$ cat config.mk
export PLATFORM = sky130hd
export DESIGN_NAME = march_op_sequencer
export DESIGN_NICKNAME = d
export VERILOG_FILES = /design/src/rtl/march_op_sequencer_pkg.sv /design/src/rtl/march_op_sequencer_op_field_mux.sv /design/src/rtl/march_op_sequencer.sv
export SDC_FILE = /design/constraint.sdc
export NUM_CORES = 1
export LEC_CHECK = 0
export CAP_MARGIN = 20
export CORE_MARGIN = 4
export CORE_UTILIZATION = 48
export CTS_CLUSTER_DIAMETER = 120
export DETAILED_ROUTE_END_ITERATION = 12
export GPL_ROUTABILITY_DRIVEN = 0
export PLACE_DENSITY = 0.85
export SLEW_MARGIN = 20
export SYNTH_ARGS = -nofsm -noshare
export SYNTH_HDL_FRONTEND = slang
export SYNTH_SLANG_ARGS = --single-unit
export TNS_END_PERCENT = 20
$ cat constraint.sdc
create_clock -name clk -period 3.6 [get_ports clk]
set_input_delay 0.9 -clock clk [delete_from_list [all_inputs] [get_ports clk]]
set_output_delay 0.9 -clock clk [all_outputs]
set_load 0.1 [all_outputs]
$ cat src/rtl/march_op_sequencer_pkg.sv
// Shared PMBIST march definitions: element size, op/polarity codes
// and the per-address sequencer state encoding.
package march_op_sequencer_pkg;

  localparam int MARCH_MAX_OPS = 8;

  localparam logic OP_READ  = 1'b0;
  localparam logic OP_WRITE = 1'b1;

  localparam logic POL_ZERO = 1'b0;
  localparam logic POL_ONE  = 1'b1;

  typedef enum logic {
    S_IDLE = 1'b0,
    S_RUN  = 1'b1
  } seq_state_e;

endpackage

$ cat src/rtl/march_op_sequencer_op_field_mux.sv
// op_field_mux: selects op/polarity k from packed element fields.
// in: op_vec, pol_vec, idx   out: op, pol (zero if idx out of range)
module op_field_mux #(
  parameter int MAX_OPS = 8,
  parameter int OP_W    = 1,
  parameter int POL_W   = 1,
  parameter int CNT_W   = $clog2(MAX_OPS)
) (
  input  logic [MAX_OPS*OP_W-1:0]  op_vec,
  input  logic [MAX_OPS*POL_W-1:0] pol_vec,
  input  logic [CNT_W-1:0]         idx,
  output logic [OP_W-1:0]          op,
  output logic [POL_W-1:0]         pol
);

  always_comb begin
    op  = '0;
    pol = '0;
    if (int'(idx) < MAX_OPS) begin
      op  = op_vec[int'(idx)*OP_W +: OP_W];
      pol = pol_vec[int'(idx)*POL_W +: POL_W];
    end
  end

endmodule

$ cat src/rtl/march_op_sequencer.sv
// Per-address march op sequencer: steps ops 0..last_idx per address.
// in: start/abort, op_in/pol_in/no_in, addr_last, mem_rdy
// out: op_out/pol_out/op_valid/op_idx, last_op, addr_step(_q),
//      elem_done, busy
module march_op_sequencer
  import march_op_sequencer_pkg::*;
#(
  parameter int MAX_OPS = MARCH_MAX_OPS,
  parameter int OP_W    = 1,
  parameter int POL_W   = 1,
  parameter int CNT_W   = $clog2(MAX_OPS)
) (
  input  logic                     clk,
  input  logic                     rst,
  input  logic                     start,
  input  logic                     abort,
  input  logic [MAX_OPS*OP_W-1:0]  op_in,
  input  logic [MAX_OPS*POL_W-1:0] pol_in,
  input  logic [CNT_W-1:0]         no_in,
  input  logic                     addr_last,
  input  logic                     mem_rdy,
  output logic [OP_W-1:0]          op_out,
  output logic [POL_W-1:0]         pol_out,
  output logic                     op_valid,
  output logic [CNT_W-1:0]         op_idx,
  output logic                     last_op,
  output logic                     addr_step,
  output logic                     addr_step_q,
  output logic                     elem_done,
  output logic                     busy
);

  localparam logic [CNT_W-1:0] IDX_MAX = CNT_W'(MAX_OPS - 1);

  seq_state_e               state_q, state_d;
  logic [CNT_W-1:0]         op_idx_q, op_idx_d;
  logic [CNT_W-1:0]         last_idx_q, last_idx_d;
  logic [MAX_OPS*OP_W-1:0]  op_sh_q, op_sh_d;
  logic [MAX_OPS*POL_W-1:0] pol_sh_q, pol_sh_d;
  logic                     addr_step_q_q, addr_step_q_d;
  logic                     elem_done_q, elem_done_d;

  assign op_valid    = (state_q == S_RUN);
  assign busy        = (state_q != S_IDLE);
  assign op_idx      = op_idx_q;
  assign last_op     = op_valid && (op_idx_q == last_idx_q);
  assign addr_step   = last_op && mem_rdy;
  assign addr_step_q = addr_step_q_q;
  assign elem_done   = elem_done_q;

  op_field_mux #(
    .MAX_OPS (MAX_OPS),
    .OP_W    (OP_W),
    .POL_W   (POL_W),
    .CNT_W   (CNT_W)
  ) u_mux (
    .op_vec  (op_sh_q),
    .pol_vec (pol_sh_q),
    .idx     (op_idx_q),
    .op      (op_out),
    .pol     (pol_out)
  );

  always_comb begin
    state_d       = state_q;
    op_idx_d      = op_idx_q;
    last_idx_d    = last_idx_q;
    op_sh_d       = op_sh_q;
    pol_sh_d      = pol_sh_q;
    addr_step_q_d = addr_step;
    elem_done_d   = 1'b0;

    if (abort) begin
      // abort beats start and mem_rdy; in IDLE it just blocks start
      state_d  = S_IDLE;
      op_idx_d = '0;
    end else if (start) begin
      state_d    = S_RUN;
      op_idx_d   = '0;
      op_sh_d    = op_in;
      pol_sh_d   = pol_in;
      last_idx_d = (no_in > IDX_MAX) ? IDX_MAX : no_in;
    end else if (state_q == S_RUN && mem_rdy) begin
      if (last_op) begin
        op_idx_d = '0;
        if (addr_last) begin
          state_d     = S_IDLE;
          elem_done_d = 1'b1;
        end
      end else begin
        op_idx_d = op_idx_q + CNT_W'(1);
      end
    end
  end

  always_ff @(posedge clk) begin
    if (rst) begin
      state_q       <= S_IDLE;
      op_idx_q      <= '0;
      last_idx_q    <= '0;
      op_sh_q       <= '0;
      pol_sh_q      <= '0;
      addr_step_q_q <= 1'b0;
      elem_done_q   <= 1'b0;
    end else begin
      state_q       <= state_d;
      op_idx_q      <= op_idx_d;
      last_idx_q    <= last_idx_d;
      op_sh_q       <= op_sh_d;
      pol_sh_q      <= pol_sh_d;
      addr_step_q_q <= addr_step_q_d;
      elem_done_q   <= elem_done_d;
    end
  end

endmodule

==> results of run 1 <==
[worst max-delay path: cells and delay by family, from the launching register on]
family,cells,cell delay [ps]
buffers and inverters,1,230
multiplexers,2,890
flip-flops,1,590
[registers in the layout, indices dropped and copies added (netlist names)]
signal / cells
busy: 1
op_sh_q: 8
elem_done: 1
op_idx: 3
pol_sh_q: 8
last_idx_q: 3
addr_step_q: 1
[metal layers]
layer | global-route usage [%] | vias up | part of all wire [%]
li1 | - | 486 | -
met1 | 16.2 | 456 | 40
met2 | 27.4 | 31 | 50
met3 | 4.64 | 7 | 6.9
met4 | 5.76 | 0 | 2.3
met5 | 0 | - | 0
[power groups by stage]
stage | logic, µW | clock network (µW) | registers (µW)
2_1_floorplan | 49.6 | 0 | 304
3_3_place_gp | 91.4 | 0 | 299
3_5_place_dp | 93.6 | 0 | 299
4_1_cts | 93.8 | 133 | 293
5_1_grt | 99.7 | 143 | 294
6_report | 92.9 | 129 | 293
[cell families (layout without fill, tap and decap cells)]
family / Yosys count / after routing / synth area share (%)
simple gates: 54 / 54 / 21.6
flops: 25 / 25 / 45.6
compound gates: 24 / 24 / 11.3
buf+inv: 10 / 42 / 5.59
mux: 6 / 6 / 11.6
xor+xnor: 4 / 4 / 3.19
fa+ha+maj: 1 / 1 / 1.14
[worst min path at each step]
stage	startpoint	endpoint	slack, ps
floorplan	op_sh_q[1]$_SDFFE_PP0P_	op_sh_q[1]$_SDFFE_PP0P_	430
global placement	pol_sh_q[6]$_SDFFE_PP0P_	pol_sh_q[6]$_SDFFE_PP0P_	440
detailed placement	op_sh_q[1]$_SDFFE_PP0P_	op_sh_q[1]$_SDFFE_PP0P_	440
CTS	op_sh_q[1]$_SDFFE_PP0P_	op_sh_q[1]$_SDFFE_PP0P_	460
global route	pol_sh_q[6]$_SDFFE_PP0P_	pol_sh_q[6]$_SDFFE_PP0P_	490
finish	op_sh_q[1]$_SDFFE_PP0P_	op_sh_q[1]$_SDFFE_PP0P_	460
[cells in the mapped netlist, types with 2 or more instances]
library cell,number
sky130_fd_sc_hd__nand2_1,39
sky130_fd_sc_hd__dfxtp_1,25
sky130_fd_sc_hd__a21oi_1,19
sky130_fd_sc_hd__buf_2,4
sky130_fd_sc_hd__mux4_1,4
sky130_fd_sc_hd__nand3_1,3
sky130_fd_sc_hd__xnor2_1,3
sky130_fd_sc_hd__and4_1,2
sky130_fd_sc_hd__buf_6,2
sky130_fd_sc_hd__clkbuf_1,2
sky130_fd_sc_hd__mux2_2,2
sky130_fd_sc_hd__nor2_1,2
sky130_fd_sc_hd__o21ai_0,2
sky130_fd_sc_hd__or3_1,2
[layout make-up]
type / count / area (µm²)
multi-input combinational: 89 / 536
clock inverter: 1 / 7.51
tap: 28 / 35.0
timing repair buffer: 37 / 355
inverter: 1 / 3.75
fill: 170 / 731
sequential: 25 / 500
clock buffer: 3 / 22.5
[metrics by stage]
stage	util (%)	hold slack, ps
after global placement	65.3	441
after floorplan	-	432
after detailed placement	65.3	444
after CTS	66.6	463
after global routing	66.6	486
final	66.6	464
==> summary.txt, run 1 <==
Power and ir drop
  – Worst supply voltage drop on vdd: between 200 and 300 µV
  – Cell leakage power: 0.000552 µW
  – Fraction of power consumed by the clock network: 25.0%
  – Share of power burned in combinational logic: 18.0%
  – Net switching power: 143 µW
  – Internal power component: 372 µW
  – Power after layout: approximately 500 µW
  – Sequential fraction of design power: between 50% and 60%
  – Ratio of total power to cell area: 353 mW/mm²
  – Share of total power consumed by net switching: 27.8%

Logic synthesis
  – Register bit total from synthesis: 25
  – Share of the synthesized area in the top cell type: 45.6%
  – Sequential fraction of the synthesis area: 45.6%
  – Leading area contributor after synthesis: sky130_fd_sc_hd__dfxtp_1
  – Number of synthesized flops with an enable pin: 0
  – Synth Flop Type: sky130_fd_sc_hd__dfxtp_1
  – Number of different library cells in the post-synthesis netlist: 27
  – Synth area leaders: sky130_fd_sc_hd__dfxtp_1 (46%), sky130_fd_sc_hd__nand2_1 (13%), sky130_fd_sc_hd__mux4_1 (9.6%), sky130_fd_sc_hd__a21oi_1 (8.7%), sky130_fd_sc_hd__xnor2_1 (2.4%)
  – Async SR Flop Fraction: 0%
  – Count of mapped cells out of synthesis: 124
  – Combined area of all synthesized cells: roughly 0.0011 mm²
  – Average size of a mapped cell: 8.85 µm²
  – Nets in the synthesized netlist: 150
  – Warning count from the yosys run: 0

STA
  – Total Neg Setup Slack: 0 ps
  – Hold violation count in the final report: 0
  – FMAX: 339 MHz
  – Worst max-slew margin expressed relative to the limit: 34.9%
  – Finish-stage setup viols: 0
  – Unrepaired setup endpoints after global routing: false
  – Max Transition Viols Final: 0
  – Least-Margin Pin Slew: around 1000 ps
  – Final period demand of the worst path: 2950 ps
  – Final WS setup: 654 ps
  – Final Skew: about 15 ps
  – Final period util: 81.8%

Setup path
  – Origin of the worst setup path: op_idx[0]$_SDFFE_PP0P_
  – Worst r2r path cells: 3
  – Critical Path, Cell by Cell: mux4_1 -> mux2_2 -> buf_4
  – FF-to-FF Start: op_idx[0]$_SDFFE_PP0P_
  – Delay of the slowest critical-path stage: 620 ps
  – Timing endpoint of the critical path: op_out
  – R2R Setup Slk: 2220 ps
  – WP data arrival: between 2000 and 2500 ps
  – Max Fanout on Critical Path: 9
  – Critical setup path kind: reg -> out
  – Slowest cell on crit path: sky130_fd_sc_hd__mux4_1
  – Startpoint types: register
  – Worst r2r dst: addr_step_q$_SDFF_PP0_
  – Endpoint class of the critical path: output port
  – Required @ worst endpoint: 2700 ps

Clocking
  – CTS tree: built
  – CTS root buf: sky130_fd_sc_hd__clkbuf_4
  – Insertion delay to the later sink of the worst-skew pair: 330 ps
  – Gates resized, CTS repair: 0
  – Clock sink total: 25
  – Clock input transition at the sequential cells of the worst setup and hold paths: 150 ps
  – Post-CTS Setup Repair Bufs: 0
  – Number of buffers inserted for hold repair after clock tree synthesis: 0
  – Total CTS buffers: 3
  – Buffers from clock root to sink, at most: 2
  – # H-tree levels: 1

Drt
  – DRC marker count from the first detailed-route iteration: 10
  – First-pass iteration count of the detailed router: 6
  – Remaining antenna violation count: 0
  – Vias after detailed routing: 980
  – DRC violation count after routing: 0
  – Number of vias per cell after detailed routing: 5.33
  – Total wire length after detailed routing: around 2300 µm
  – Average wire per standard cell: 12.5 µm

Flow run
  – Max-cap violations: 0

Global route
  – Via count of the first global-routing pass: around 940
  – Largest net degree at the start of global routing: 20
  – All-Layer GR Usage: 15.0%
  – Number of antenna violations at the first check in global routing: 0
  – Wire length of the first global-routing pass: about 3800 µm
  – Total congestion overflow: 0

Status
  – Result of the run: finished clean

Placed design
  – DP Worst Slack: roughly 840 ps
  – Post-DP Area: around 0.0014 mm²
  – Half-perimeter wire length after placement: 1780 µm
  – # port buffers: 35
  – Total placed cells including tap cells: between 150 and 200

Finish
  – Fin nets: 183
  – Synthesis-to-layout area growth: 33.1%
  – Layout Cells excl Fill: ~180
  – Commonest non-fill, non-tap cell in the layout: sky130_fd_sc_hd__nand2_1
  – Count of inserted antenna diode cells: 0
  – Most used cells in the layout excluding fill and tap cells: sky130_fd_sc_hd__nand2_1 (39), sky130_fd_sc_hd__clkdlybuf4s50_1 (26), sky130_fd_sc_hd__dfxtp_1 (25)
  – Share of post-route cells with drive strength above 1: 10.9%
  – Design area: between 0.001 and 0.0015 mm²

Die
  – Effective utilization at floorplan: 50.1%
  – Number of ports placed on the die boundary: 36
  – Die footprint: 0.00311 mm²
  – Core ar.: 0.00219 mm²
  – Die height: around 56 µm
  – Width of the chip: 55.8 µm
  – Number of cell rows: 17

Min path
  – Worst Hold Path Cells: 2
  – Class of the tightest hold or removal check: reg -> reg
Power figures use the tool's default switching activity.
==> inputs of run 2 (changes only) <==
- CORE_UTILIZATION: 48 -> 40
- PLACE_DENSITY: 0.85 -> 0.76
- clock period: 3.6 -> 2.4 ns (I/O delays scaled with it)
==> run 2 against run 1 <==
Compared with the run above: via count down 0.41%; clock-buffer cell count up 1; setup slack worse by 630 ps; die area up 17%; sequential power up 50%; clock skew down 10 ps; core utilization down 6.9 points; combinational power up 64%; highest routed layer unchanged.
==> summary.txt, run 2 (same netlist as run 1, synthesis figures left out) <==
Global route
  – Total congestion overflow: 0
  – Number of antenna violations at the first check in global routing: 0
  – Via count of the first global-routing pass: just over 900
  – All-Layer GR Usage: 14.9%
  – Wire length of the first global-routing pass: 4010 µm
  – Largest net degree at the start of global routing: 20

Die
  – Die footprint: 0.00365 mm²
  – Number of cell rows: 18
  – Effective utilization at floorplan: 43.1%
  – Width of the chip: 60.4 µm
  – Die height: 60.4 µm
  – Core ar.: 0.00254 mm²
  – Number of ports placed on the die boundary: 36

STA
  – Final period demand of the worst path: approximately 2400 ps
  – Min Hold Slack: 465 ps
  – Final period util: between 90% and 100%
  – Final WS setup: 21.8 ps
  – Hold violation count in the final report: 0
  – FMAX: roughly 420 MHz
  – Final Skew: slightly below 5 ps
  – Unrepaired setup endpoints after global routing: true
  – Worst max-slew margin expressed relative to the limit: 69.0%
  – Max Transition Viols Final: 0
  – Finish-stage setup viols: 0
  – Least-Margin Pin Slew: 461 ps

Setup path
  – Origin of the worst setup path: op_idx[0]$_SDFFE_PP0P_
  – Crit path buf inv count: 1
  – Slowest cell on crit path: sky130_fd_sc_hd__mux4_1
  – Max Fanout on Critical Path: 7
  – WP data arrival: ~1800 ps
  – Critical setup path kind: reg -> out
  – Startpoint types: register
  – FF-to-FF Start: op_idx[0]$_SDFFE_PP0P_
  – Delay of the slowest critical-path stage: 570 ps
  – Worst r2r dst: elem_done$_SDFF_PP0_
  – Worst r2r path cells: 4
  – Critical Path, Cell by Cell: mux4_1 -> mux2_4 -> buf_12
  – Endpoint class of the critical path: output port
  – Required @ worst endpoint: around 1800 ps
  – R2R Setup Slk: 1090 ps
  – Cell family with most CP delay: multiplexers

Min path
  – Hold EP: pol_sh_q[1]$_SDFFE_PP0P_
  – Worst Hold Path Cells: 2
  – Min-Delay Startpoint: pol_sh_q[1]$_SDFFE_PP0P_
  – Class of the tightest hold or removal check: reg -> reg

Finish
  – Seq. cell area: 508 µm²
  – Layout Cells excl Fill: 188
  – Filler Cell Count: 220
  – Synthesis-to-layout area growth: 38.7%
  – Count of inserted antenna diode cells: 0
  – Fin util: 59.8%
  – Most used cells in the layout excluding fill and tap cells: sky130_fd_sc_hd__nand2_1 (39), sky130_fd_sc_hd__clkdlybuf4s50_1 (24), sky130_fd_sc_hd__dfxtp_1 (21)
  – Area of combinational cells with multiple inputs: 543 µm²
  – Largest registers: op_sh_q: 8 flops, pol_sh_q: 8 flops
  – Commonest non-fill, non-tap cell in the layout: sky130_fd_sc_hd__nand2_1
  – Fin nets: between 150 and 200
  – Share of post-route cells with drive strength above 1: 17.1%

Clocking
  – CTS tree: built
  – Buffers from clock root to sink, at most: 2
  – CTS root buf: sky130_fd_sc_hd__clkbuf_4
  – # H-tree levels: 1
  – Total CTS buffers: 3
  – Clock sink total: 25
  – Clock input transition at the sequential cells of the worst setup and hold paths: approximately 130 ps
  – Insertion delay to the later sink of the worst-skew pair: 310 ps

Drt
  – DRC marker count from the first detailed-route iteration: 14
  – Vias after detailed routing: a little under 1000
  – Remaining antenna violation count: 0
  – Average wire per standard cell: around 14 µm
  – First-pass iteration count of the detailed router: 4
  – DRC violation count after routing: 0
  – Total wire length after detailed routing: 2570 µm
  – Number of vias per cell after detailed routing: 5.19

Power and ir drop
  – Cell leakage power: 0.000577 µW
  – Ratio of total power to cell area: roughly 500 mW/mm²
  – Power after layout: 778 µW
  – Worst supply voltage drop on vdd: 336 µV

Flow run
  – Max-cap violations: 0

Placed design
  – Total placed cells including tap cells: roughly 180
  – # port buffers: 35
  – DP Worst Slack: 264 ps
  – Half-perimeter wire length after placement: 1820 µm

Status
  – Result of the run: finished clean
==> run 2: cell count changes in the layout (fill, tap and decap cells not counted), sizes merged <==
cell | previous run | this run
buf | 11 | 15
clkbuf | 3 | 4
clkdlybuf4s50 | 26 | 24
clkinvlp | 1 | 0
==> run 2: metal layers <==
layer	GRT usage [%]	share of wire (%)	vias up	wire length, µm
li1	-	-	489	-
met1	16.4	40	458	1040
met2	26.2	53	24	1380
met3	3.19	4.7	5	121
met4	8.54	1.4	0	36
met5	0	0	-	0
==> run 2: per-stage QoR <==
step / TNS (ps) / area [µm²]
global route: -58.7 / 1520
finish: 0 / 1520
CTS: 0 / 1510
global placement: 0 / 1480
floorplan: -152 / 1100
detailed placement: 0 / 1480
==> run 2: where the power goes <==
part	switching, µW	internal, µW	leakage (µW)
registers	8.88	430	0.000206
clock network	122	65.0	0.0000150
logic	80.8	71.4	0.000356
==> run 2: layout make-up <==
type | instances | area share, %
timing repair buffer | 39 | 26.5
tap | 30 | 2.47
clock buffer | 4 | 1.73
multi-input combinational | 89 | 35.7
sequential | 25 | 33.4
inverter | 1 | 0.247
==> run 2: worst max path at each step <==
stage | end | slack (ps) | cells after the start
global route | pol_out | -40 | 3
finish | pol_out | 20 | 3
global placement | addr_step | 270 | 3
CTS | pol_out | 1 | 3
detailed placement | addr_step | 260 | 3
floorplan | op_out | -80 | 3
==> run 2: repair_timing <==
action | 4_1_cts | 5_1_grt
setup buffers | 1 | 0
gates resized for setup | 2 | 3
hold buffers | 0 | 0
setup endpoints to repair | 2 | 3
endpoints found under the hold margin | 0 | 0
==> run 2: tightest hold or removal path, stage by stage (launching register included) <==
cell	delay, ps
sky130_fd_sc_hd__dfxtp_1	330
sky130_fd_sc_hd__nand2_1	50
sky130_fd_sc_hd__a21oi_1	50
==> inputs of run 3 (changes only) <==
- HOLD_SLACK_MARGIN: not set -> 0.05
- SKIP_LAST_GASP: not set -> 1
==> run 3 against run 2 <==
Compared with the run above: clock-buffer cell count stayed put; register-to-register slack hardly changed; total power is 0.27% higher; die area stayed put; cell area is 0.49% lower; clock skew hardly changed; clock power hardly changed; critical path type unchanged; critical endpoint unchanged; largest power group unchanged.
==> summary.txt, run 3 (same netlist as run 1, synthesis figures left out) <==
Drt
  – Remaining antenna violation count: 0
  – Total wire length after detailed routing: 2540 µm
  – First-pass iteration count of the detailed router: 4
  – DRC violation count after routing: 0
  – DRC marker count from the first detailed-route iteration: 19
  – Average wire per standard cell: between 10 and 15 µm
  – Vias after detailed routing: 968
  – Number of vias per cell after detailed routing: 5.15

STA
  – Unrepaired setup endpoints after global routing: true
  – Final Skew: roughly 4.5 ps
  – Max Transition Viols Final: 0
  – Finish-stage setup viols: 0
  – Hold violation count in the final report: 0
  – Final period demand of the worst path: 2390 ps
  – Final period util: 99.7%
  – Final WS setup: 6.90 ps
  – Least-Margin Pin Slew: roughly 450 ps
  – Worst max-slew margin expressed relative to the limit: 70.0%
  – FMAX: roughly 420 MHz

Die
  – Core ar.: 0.00254 mm²
  – Width of the chip: 60.4 µm
  – Number of ports placed on the die boundary: 36
  – Die footprint: 0.00365 mm²
  – Effective utilization at floorplan: 43.1%
  – Die height: 60.4 µm
  – Number of cell rows: 18

Min path
  – Class of the tightest hold or removal check: reg -> reg

Power and ir drop
  – Net switching power: 215 µW
  – Internal power component: 566 µW
  – Cell leakage power: 0.000574 µW
  – Fraction of power consumed by the clock network: between 20 and 25%
  – Share of total power consumed by net switching: 27.5%
  – Share of power burned in combinational logic: 19.4%
  – Ratio of total power to cell area: 515 mW/mm²
  – Sequential fraction of design power: 56.3%
  – Worst supply voltage drop on vdd: 338 µV

Placed design
  – DP Worst Slack: 264 ps
  – # port buffers: 35
  – Half-perimeter wire length after placement: 1820 µm
  – Post-DP Area: 0.00148 mm²

Finish
  – Filler Cell Count: 223
  – Design area: 0.00151 mm²
  – Largest registers: op_sh_q: 8 flops, pol_sh_q: 8 flops
  – Fin util: 59.5%
  – Share of post-route cells with drive strength above 1: 17.1%
  – Commonest non-fill, non-tap cell in the layout: sky130_fd_sc_hd__nand2_1
  – Most used cells in the layout excluding fill and tap cells: sky130_fd_sc_hd__nand2_1 (39), sky130_fd_sc_hd__clkdlybuf4s50_1 (24), sky130_fd_sc_hd__dfxtp_1 (21)
  – Fin nets: 185
  – Synthesis-to-layout area growth: 38.0%
  – Count of inserted antenna diode cells: 0

Setup path
  – Endpoint class of the critical path: output port
  – Max Fanout on Critical Path: 7
  – Startpoint types: register
  – Required @ worst endpoint: 1800 ps
  – Critical setup path kind: reg -> out
  – WP data arrival: 1790 ps

Flow run
  – Max-cap violations: 0

Clocking
  – CTS root buf: sky130_fd_sc_hd__clkbuf_4
  – Buffers from clock root to sink, at most: 2
  – # H-tree levels: 1
  – Clock sink total: 25
  – CTS tree: built
  – Clock input transition at the sequential cells of the worst setup and hold paths: ~140 ps
  – Insertion delay to the later sink of the worst-skew pair: about 320 ps
  – Total CTS buffers: 3

Global route
  – Via count of the first global-routing pass: just over 900
  – Total congestion overflow: 0
  – Number of antenna violations at the first check in global routing: 0
  – Wire length of the first global-routing pass: roughly 4000 µm
  – All-Layer GR Usage: 14.9%
  – Largest net degree at the start of global routing: 20

Status
  – Result of the run: finished clean
[run 3: layout make-up]
type / instances / area [µm²] / area share (%)
clock buffers: 4 / 26.3 / 1.74
multi-input cells: 89 / 536 / 35.4
inverters: 1 / 3.75 / 0.248
flip-flops and latches: 25 / 508 / 33.6
repair buffers: 39 / 403 / 26.6
well taps: 30 / 37.5 / 2.48
[run 3: final timing paths]
check,startpoint,to,slack (ps),cells after the start
worst max register to register,op_idx[0]$_SDFFE_PP0P_,elem_done$_SDFF_PP0_,1090,4
worst max-delay path,op_idx[0]$_SDFFE_PP0P_,pol_out,7,3
worst min-delay path,pol_sh_q[0]$_SDFFE_PP0P_,pol_sh_q[0]$_SDFFE_PP0P_,460,2
worst min register to register,pol_sh_q[0]$_SDFFE_PP0P_,pol_sh_q[0]$_SDFFE_PP0P_,460,2
[run 3: critical path, cell delays in order, from the launching register on]
cell and delay [ps]:
sky130_fd_sc_hd__dfxtp_4 430, sky130_fd_sc_hd__mux4_1 560, sky130_fd_sc_hd__mux2_2 310, sky130_fd_sc_hd__buf_12 170
[run 3: power by group through the flow]
| stage | sequential [µW] | clock (µW) | combinational, µW |
|---|---|---|---|
| after CTS | 439 | 191 | 151 |
| final | 439 | 190 | 151 |
| after global routing | 441 | 211 | 160 |
| after floorplan | 456 | 0 | 74.9 |
| after global placement | 448 | 0 | 148 |
| after detailed placement | 449 | 0 | 150 |
[run 3: what timing repair did]
item	in CTS	in global routing
setup buffers	1	0
pin swaps	0	0
gates resized for setup	2	1
gates cloned	0	0
hold buffers	0	0
endpoints found under the setup margin	2	3
endpoints found under the hold margin	0	0
[run 3: metal layers]
layer | track usage (%) | vias to the layer above | part of all wire [%]
li1 | - | 488 | -
met1 | 16.4 | 455 | 42
met2 | 26.2 | 19 | 51
met3 | 3.19 | 6 | 3.8
met4 | 8.54 | 0 | 2.2
met5 | 0 | - | 0
[run 3: stage by stage]
step | TNS [ps] | total power [µW] | hold WS [ps] | cells
4_1_cts | 0 | 781 | 466 | 188
3_3_place_gp | 0 | 596 | 438 | 183
3_5_place_dp | 0 | 599 | 448 | 183
6_report | 0 | 780 | 464 | 188
5_1_grt | -79.7 | 812 | 483 | 188
2_1_floorplan | -152 | 531 | 432 | 124
